==> config.mk <==
export PLATFORM = sky130hd
export DESIGN_NAME = issue_ctrl
export DESIGN_NICKNAME = d
export VERILOG_FILES = /design/src/rtl/issue_ctrl.sv
export SDC_FILE = /design/constraint.sdc
export NUM_CORES = 1
export LEC_CHECK = 0
export ABC_AREA = 1
export CORE_ASPECT_RATIO = 0.7
export CORE_MARGIN = 1
export CORE_UTILIZATION = 30
export DETAILED_ROUTE_END_ITERATION = 8
export SETUP_SLACK_MARGIN = 0.4
export SKIP_LAST_GASP = 1
export SYNTH_ARGS = -nofsm -noshare
export SYNTH_HDL_FRONTEND = slang
export SYNTH_SLANG_ARGS = --single-unit
==> constraint.sdc <==
create_clock -name clk -period 1.8 [get_ports clk]
set_input_delay 0.36 -clock clk [delete_from_list [all_inputs] [get_ports clk]]
set_output_delay 0.36 -clock clk [all_outputs]
set_load 0.01 [all_outputs]
==> src/rtl/issue_ctrl.sv <==
// Dual-issue controller: pairing rules, one-cycle load-use interlock and a
// serialization FSM for special ops. Optional perf counters via ISSUE_PERF_CNT_EN.
module issue_ctrl (
    input  logic       clk,
    input  logic       reset,
    input  logic       flush,
    input  logic       ex_ready,
    input  logic       pipe_empty,
    input  logic       a_valid,
    input  logic       b_valid,
    input  logic       a_is_mem,
    input  logic       b_is_mem,
    input  logic       a_is_load,
    input  logic       b_is_load,
    input  logic       a_is_muldiv,
    input  logic       b_is_muldiv,
    input  logic       a_is_br,
    input  logic       b_is_br,
    input  logic       a_is_spec_op,
    input  logic       b_is_spec_op,
    input  logic       a_have_excp,
    input  logic       b_have_excp,
    input  logic [4:0] a_dest,
    input  logic [4:0] b_dest,
    input  logic [4:0] a_r1,
    input  logic [4:0] a_r2,
    input  logic [4:0] b_r1,
    input  logic [4:0] b_r2,
    input  logic       a_src2_is_imm,
    input  logic       b_src2_is_imm,
    output logic [1:0] o_size,
    output logic       issue_a,
    output logic       issue_b,
    output logic       serial_busy
`ifdef ISSUE_PERF_CNT_EN
    ,
    output logic [31:0] perf_issue0,
    output logic [31:0] perf_issue1,
    output logic [31:0] perf_issue2,
    output logic [31:0] perf_ld_stall
`endif
);

    typedef enum logic [1:0] {
        IDLE  = 2'd0,
        DRAIN = 2'd1,
        ISSUE = 2'd2,
        WAIT  = 2'd3
    } state_t;

    state_t     state_r;
    state_t     state_nxt_s;
    logic       ld_valid_r;
    logic [4:0] ld_dest_r;
    logic       ld_valid_nxt_s;
    logic [4:0] ld_dest_nxt_s;
    logic       kill_s;
    logic       hz_a_s;
    logic       hz_b_s;
    logic       raw_s;
    logic       pair_ok_s;
    logic       stall_s;
    logic       unused_b_br_s;

    // Slot b may be a branch; pairing has no rule for it.
    assign unused_b_br_s = b_is_br;

    assign kill_s = reset | flush | ~ex_ready | ~a_valid;

    assign hz_a_s = ld_valid_r && (ld_dest_r != 5'd0) &&
                    ((a_r1 == ld_dest_r) || (!a_src2_is_imm && (a_r2 == ld_dest_r)));
    assign hz_b_s = ld_valid_r && (ld_dest_r != 5'd0) &&
                    ((b_r1 == ld_dest_r) || (!b_src2_is_imm && (b_r2 == ld_dest_r)));
    assign raw_s  = (a_dest != 5'd0) &&
                    ((b_r1 == a_dest) || (!b_src2_is_imm && (b_r2 == a_dest)));

    // Next-state and issue decision
    always_comb begin
        state_nxt_s = state_r;
        issue_a     = 1'b0;
        case (state_r)
            IDLE: begin
                if (a_valid && a_is_spec_op) begin
                    state_nxt_s = DRAIN;
                end else begin
                    issue_a = ~kill_s & ~hz_a_s;
                end
            end
            DRAIN: begin
                if (pipe_empty) begin
                    state_nxt_s = ISSUE;
                end else begin
                    state_nxt_s = DRAIN;
                end
            end
            ISSUE: begin
                if (!kill_s) begin
                    issue_a     = 1'b1;
                    state_nxt_s = WAIT;
                end else begin
                    state_nxt_s = ISSUE;
                end
            end
            WAIT: begin
                if (pipe_empty) begin
                    state_nxt_s = IDLE;
                end else begin
                    state_nxt_s = WAIT;
                end
            end
            default: begin
                state_nxt_s = IDLE;
            end
        endcase
        if (reset || flush) begin
            state_nxt_s = IDLE;
        end else begin
            state_nxt_s = state_nxt_s;
        end
    end

    // Slot b pairs only with a normal slot-a issue out of IDLE
    assign pair_ok_s = issue_a && (state_r == IDLE) && b_valid &&
                       !a_is_br && !a_is_spec_op && !a_have_excp &&
                       !b_is_spec_op && !b_have_excp &&
                       !(a_is_mem && b_is_mem) && !(a_is_muldiv && b_is_muldiv) &&
                       !raw_s;
    assign issue_b     = pair_ok_s & ~hz_b_s;
    assign o_size      = {1'b0, issue_a} + {1'b0, issue_b};
    assign serial_busy = (state_r != IDLE);
    assign stall_s     = ((state_r == IDLE) && !kill_s && !a_is_spec_op && hz_a_s) ||
                         (pair_ok_s && hz_b_s);

    // Track the load issued this cycle for the next cycle's interlock
    always_comb begin
        ld_valid_nxt_s = 1'b0;
        ld_dest_nxt_s  = 5'd0;
        if (reset || flush) begin
            ld_valid_nxt_s = 1'b0;
            ld_dest_nxt_s  = 5'd0;
        end else if (issue_a && a_is_load) begin
            ld_valid_nxt_s = 1'b1;
            ld_dest_nxt_s  = a_dest;
        end else if (issue_b && b_is_load) begin
            ld_valid_nxt_s = 1'b1;
            ld_dest_nxt_s  = b_dest;
        end else begin
            ld_valid_nxt_s = 1'b0;
            ld_dest_nxt_s  = 5'd0;
        end
    end

    // State registers
    always_ff @(posedge clk) begin
        if (reset) begin
            state_r    <= IDLE;
            ld_valid_r <= 1'b0;
            ld_dest_r  <= 5'd0;
        end else begin
            state_r    <= state_nxt_s;
            ld_valid_r <= ld_valid_nxt_s;
            ld_dest_r  <= ld_dest_nxt_s;
        end
    end

`ifdef ISSUE_PERF_CNT_EN
    // Performance counters: cleared by reset only, wrap on overflow
    always_ff @(posedge clk) begin
        if (reset) begin
            perf_issue0   <= 32'd0;
            perf_issue1   <= 32'd0;
            perf_issue2   <= 32'd0;
            perf_ld_stall <= 32'd0;
        end else begin
            if (a_valid) begin
                case (o_size)
                    2'd0:    perf_issue0 <= perf_issue0 + 32'd1;
                    2'd1:    perf_issue1 <= perf_issue1 + 32'd1;
                    2'd2:    perf_issue2 <= perf_issue2 + 32'd1;
                    default: perf_issue0 <= perf_issue0;
                endcase
            end else begin
                perf_issue0 <= perf_issue0;
            end
            if (stall_s) begin
                perf_ld_stall <= perf_ld_stall + 32'd1;
            end else begin
                perf_ld_stall <= perf_ld_stall;
            end
        end
    end
`else
    logic unused_stall_s;
    assign unused_stall_s = stall_s;
`endif

endmodule
Yosys cells after proc, flatten, opt, wreduce, memory -nomap -nowiden

Cells that the tools add are included.
W data, S select, Z words.

Reduce and logical (&&, ||, !) cells: 41
Eq/ne operators: 10
Add/sub/neg operators: 1
Muxes and demuxes: 12
Bitwise gates (word level): 10

Operator list:

| cell                 | number |
|---|---|
| $eq A5 B5 Y1         | 6 |
| $logic_and A1 B1 Y1  | 22 |
| $logic_not A1 Y1     | 10 |
| $mux W5              | 2 |
| $reduce_bool A5 Y1   | 2 |
| $pmux W2 S4          | 1 |
| $mux W2              | 3 |
| $mux W1              | 5 |
| $not A1 Y1           | 5 |
| $eq A2 B2 Y1 const B | 2 |
| $logic_or A1 B1 Y1   | 4 |
| $or A1 B1 Y1         | 3 |
| $add A1 B1 Y2        | 1 |
| $and A1 B1 Y1        | 2 |
| $eq A2 B1 Y1 const B | 1 |
| $logic_not A2 Y1     | 1 |
| $ne A2 B2 Y1 const B | 1 |
| $pmux W1 S2          | 1 |
| $reduce_bool A2 Y1   | 1 |
| $reduce_or A2 Y1     | 1 |

Output and inout port bits: 5
Flip-flop bits (word level): 8

Longest topological paths before layout

Word-level depth: 22
Depth in mapped cells: 13
Depth with buffers taken out: 13

Least setup slack after synthesis

Ideal clock, no wire load.

Path type: input -> output
From: input flush
To: output o_size[0]
Data arrival time: 1.502 ns
Slack: -0.062 ns
Stages: 6
Cells stage by stage: nor2_4 > nand3_1 > nor2_8 > nand2_4 > a21oi_1 > ha_1

Word-level cells in the longest chain between the ends: 19
Elaborated cells between the ends (all ways): 20
Classes of those cells: 1 x add/sub; 3 x mux; 6 x bitwise; 10 x reduce/logical

Ends and longest elaborated chain:

| item                               | RTL line | text |
|---|---|---|
| from (decl)                        | 6        | `input logic flush,` |
| $or A1 B1 Y1 * (3 in a row)        | 68       | `assign kill_s = reset \| flush \| ~ex_ready \| ~a_valid;` |
| $not A1 Y1                         | 86       | `issue_a = ~kill_s & ~hz_a_s;` |
| $and A1 B1 Y1                      | 86       |  |
| $mux W1                            | 83       | `if (a_valid && a_is_spec_op) begin` |
| $pmux W1 S2 *                      | 81       | `case (state_r)` |
| $logic_and A1 B1 Y1 * (3 in a row) | 123      | `assign pair_ok_s = issue_a && (state_r == IDLE) && b_valid &&` |
| $logic_and A1 B1 Y1 * (3 in a row) | 124      | `!a_is_br && !a_is_spec_op && !a_have_excp &&` |
| $logic_and A1 B1 Y1 * (2 in a row) | 125      | `!b_is_spec_op && !b_have_excp &&` |
| $logic_and A1 B1 Y1 * (2 in a row) | 126      | `!(a_is_mem && b_is_mem) && !(a_is_muldiv && b_is_muldiv) &&` |
| $and A1 B1 Y1 *                    | 128      | `assign issue_b = pair_ok_s & ~hz_b_s;` |
| named net issue_b                  | 33       | `output logic issue_b,` |
| $add A1 B1 Y2 *                    | 129      | `assign o_size = {1'b0, issue_a} + {1'b0, issue_b};` |
| to (decl)                          | 31       | `output logic [1:0] o_size,` |

Mark *: on every way through the listed nets, which the timed path passes. The rest lies on a longest branch.

Worst setup path in the final report

From: input b_valid
To: output o_size[0]

Word-level cells in the longest chain between the ends: 11

Ends and longest elaborated chain:

| item                             | RTL line | text |
|---|---|---|
| from (decl)                      | 10       | `input logic b_valid,` |
| $logic_and A1 B1 Y1 (2 in a row) | 123      |  |
| $logic_and A1 B1 Y1 (3 in a row) | 124      |  |
| $logic_and A1 B1 Y1 (2 in a row) | 125      |  |
| $logic_and A1 B1 Y1 (2 in a row) | 126      |  |
| $and A1 B1 Y1                    | 128      |  |
| $add A1 B1 Y2                    | 129      |  |

Every way passes these cells.

==> impl_metrics.py <==
metrics = {
    "timing": {
        "worst_pin_slew_ns": 0.307,
        "setup_viol": 8,
        "hold_viol": 0,
        "rsz0062_at_grt": "yes",
        "max_slew_margin_pct": 79.4,
        "fmax_mhz": 472,
        "finalCritPeriodShare_pct": 118,
        "slew_violations": 0,
        "setup_slack_ns": -0.319,
        "period_minus_slack_ns": 2.12,
        "hold_ws_ns": 0.556,
        "finClkSkew_ns": 0.0113,
    },
    "logic_synthesis": {
        "synth_warnings": 0,
        "synth_seq_cells": 8,
        "netlist_instances": 211,
        "ys_types": 22,
        "synth-compound-area-share_pct": 7.41,
        "synth_top_family_by_area": "simple AND/OR/NAND/NOR gates",
        "synth-simple-area-share_pct": 62.8,
        "synthMuxAreaShare_pct": 0,
        "avgSynthCellArea_um2": 5.20,
        "netlist_area_um2": 1100,
        "ys_seq_area_share_pct": 14.6,
        "synth-adder-area-share_pct": 1.14,
        "synth_xor_xnor_area_share_pct": 2.39,
        "syn_nets": 263,
    },
    "floorplan": {
        "coreArea_um2": 3320,
        "die_x_um": 74.3,
        "io_pins": 56,
        "die-area_um2": 3910,
        "num_rows": 17,
        "die_h_um": 52.6,
        "start_util_pct": 33.1,
    },
    "cts": {
        "root_buffer": "clkbuf_8",
        "h-tree-depth": 1,
        "clkSinkCount": 8,
        "hold_buffers": 0,
        "cts_max_path_buffers": 2,
        "cts_tree": "done",
        "cts.clk_slew.worst_paths_ns": 0.05,
        "insertion_delay_ns": 0.23,
        "cts_made_buffers": 3,
    },
    "hold_path": {
        "hp-start": "a_dest[1]",
        "min_to": "ld_dest_r[1]$_SDFF_PP0_",
        "min_path_type": "in2reg",
        "hold_depth": 3,
    },
    "layout": {
        "fillers": 337,
        "fin_util_pct": 64.4,
        "syn_to_final_growth_pct": 94.8,
        "diodes": 0,
        "multi_input_area_um2": 928,
        "fin_nets": 356,
        "final_cell_mix": "94 x nand2_1, 33 x dlygate4sd2_1, 25 x buf_4, 23 x inv_1, 16 x nor2_1",
        "fin_area_um2": 2140,
        "drive_above_1_share_pct": 31.5,
        "layout_commonest_cell": "nand2_1",
        "seq_area_um2": 174,
    },
    "global_route": {
        "grt_use_total_pct": 21.0,
        "overflow": 0,
        "grt_pass1_wl_um": 6070,
        "antenna_found_initial": 0,
        "grt_pass1_vias": 1389,
        "grt_max_degree": 7,
    },
    "run_status": {
        "status": "complete, but fails checks",
        "violations": "setup timing",
    },
    "job": {
        "drv_cap": 0,
    },
    "worst_setup_path": {
        "critPathRequiredTime_ns": 1.44,
        "start_kind": "input port",
        "setup.worst_path.end_class": "output pin",
        "r2r_start": "ld_dest_r[1]$_SDFF_PP0_",
        "crit_path_max_fanout": 2,
        "worst_r2r_endpoint": "ld_dest_r[4]$_SDFF_PP0_",
        "ff2ff_path_depth": 15,
        "critPathKind": "in2out",
        "r2r_slack_ns": -0.01,
        "cp.arrival_ns": 1.76,
    },
    "detailed_routing": {
        "postRouteAntennaNets": 0,
        "route.detailed.drc": 0,
        "routed_wl_um": 3740,
        "via_per_inst": 4.25,
        "vias": 1484,
        "drt_first_pass_iters": 4,
        "wl_per_cell_um": 10.7,
        "drt_iter0_drc": 90,
    },
    "placed_design": {
        "dp_slack_ns": -0.983,
        "buffer_ports.inserted": 54,
        "place_area_um2": 1940,
        "dpl.hpwl_um": 2950,
        "gp_congestion": 0.867,
    },
    "pwr": {
        "powerDensity_nw_per_um2": 313,
        "power_w": 0.000670,
        "power.leakage_nw": 1.18,
        "vdd_drop_max_mv": 0.335,
    },
}
[how the worst max path moves through the flow]
| stage | from | to | slack [ns] | depth (start not counted) |
|---|---|---|---|---|
| global route | b_valid | o_size[0] | -0.38 | 7 |
| floorplan | ld_dest_r[2]$_SDFF_PP0_ | o_size[0] | 0.17 | 8 |
| CTS | ld_dest_r[0]$_SDFF_PP0_ | o_size[0] | -0.32 | 10 |
| detailed placement | a_dest[0] | o_size[0] | -0.98 | 12 |
| finish | b_valid | o_size[0] | -0.32 | 7 |
| global placement | a_dest[2] | o_size[0] | -0.98 | 12 |
[power breakdown]
part | internal (W) | switching [W] | total [W]
sequential | 0.000176 | 0.00000243 | 0.000179
clock | 0.000145 | 0.0000760 | 0.000221
combinational | 0.000144 | 0.000126 | 0.000270
[cell usage after synthesis]
cell | n | area [um2]
a21boi_1 | 5 | 37.5
a21boi_2 | 1 | 11.3
a21oi_1 | 3 | 15.0
dfxtp_1 | 8 | 160
ha_1 | 1 | 12.5
inv_1 | 26 | 97.6
inv_2 | 8 | 30.0
nand2_1 | 105 | 394
nand2_2 | 2 | 12.5
nand2_4 | 2 | 22.5
nand2_8 | 1 | 20.0
nand3_1 | 11 | 55.1
nand3b_1 | 1 | 7.51
nand4_1 | 1 | 6.26
nand4_4 | 1 | 21.3
nor2_1 | 23 | 86.3
nor2_4 | 3 | 33.8
nor2_8 | 1 | 20.0
nor3_1 | 2 | 10.0
o21ai_0 | 2 | 10.0
o21bai_1 | 1 | 7.51
xnor2_1 | 3 | 26.3
[metal layers]
| metal | global-route usage (%) | up-vias | wire length [um] | part of all wire, % |
|---|---|---|---|---|
| met5 | 0 | - | 0 | 0 |
| met4 | 2.83 | 0 | 10 | 0.27 |
| met3 | 2.88 | 2 | 253 | 6.8 |
| met2 | 32.3 | 58 | 1420 | 38 |
| met1 | 31.3 | 603 | 2060 | 55 |
| li1 | - | 821 | - | - |
[critical path, stage by stage]
cell and delay (ns):
clkdlybuf4s50_1 0.45, nand3b_1 0.10, nor3_2 0.24, nand3_4 0.11, a21oi_4 0.16, ha_4 0.22
buf_6 0.11
[cells by family after synthesis]
group | after synthesis
AOI/OAI and AO/OA | 12
xor gates and xnor gates | 3
adders and majority gates | 1
buffers and inverters | 34
DFF | 8
and+or+nand+nor | 153
[state kept, by name, indices dropped and copies added, names as in the netlist]
| signal | cells |
|---|---|
| state_r | 2 |
| ld_valid_r | 1 |
| ld_dest_r | 5 |
[timing repair]
item | in CTS | in global routing
setup buffers | 7 | 1
pin swaps | 33 | 17
setup endpoints to repair | 11 | 11
resized for setup | 83 | 22
[per-stage QoR]
| stage | setup TNS, ns | instances |
|---|---|---|
| detailed placement | -4.97 | 338 |
| floorplan | 0 | 211 |
| CTS | -0.976 | 348 |
| global route | -1.77 | 349 |
| finish | -0.999 | 349 |
| global placement | -4.85 | 338 |
[layout make-up]
class | instances | area share (%)
clock buffers | 3 | 1.93
inverters | 34 | 6.44
multi-input cells | 169 | 43.4
flip-flops and latches | 8 | 8.14
well taps | 47 | 2.75
repair buffers | 88 | 37.3
No activity file was read; power rests on OpenSTA's default activity.
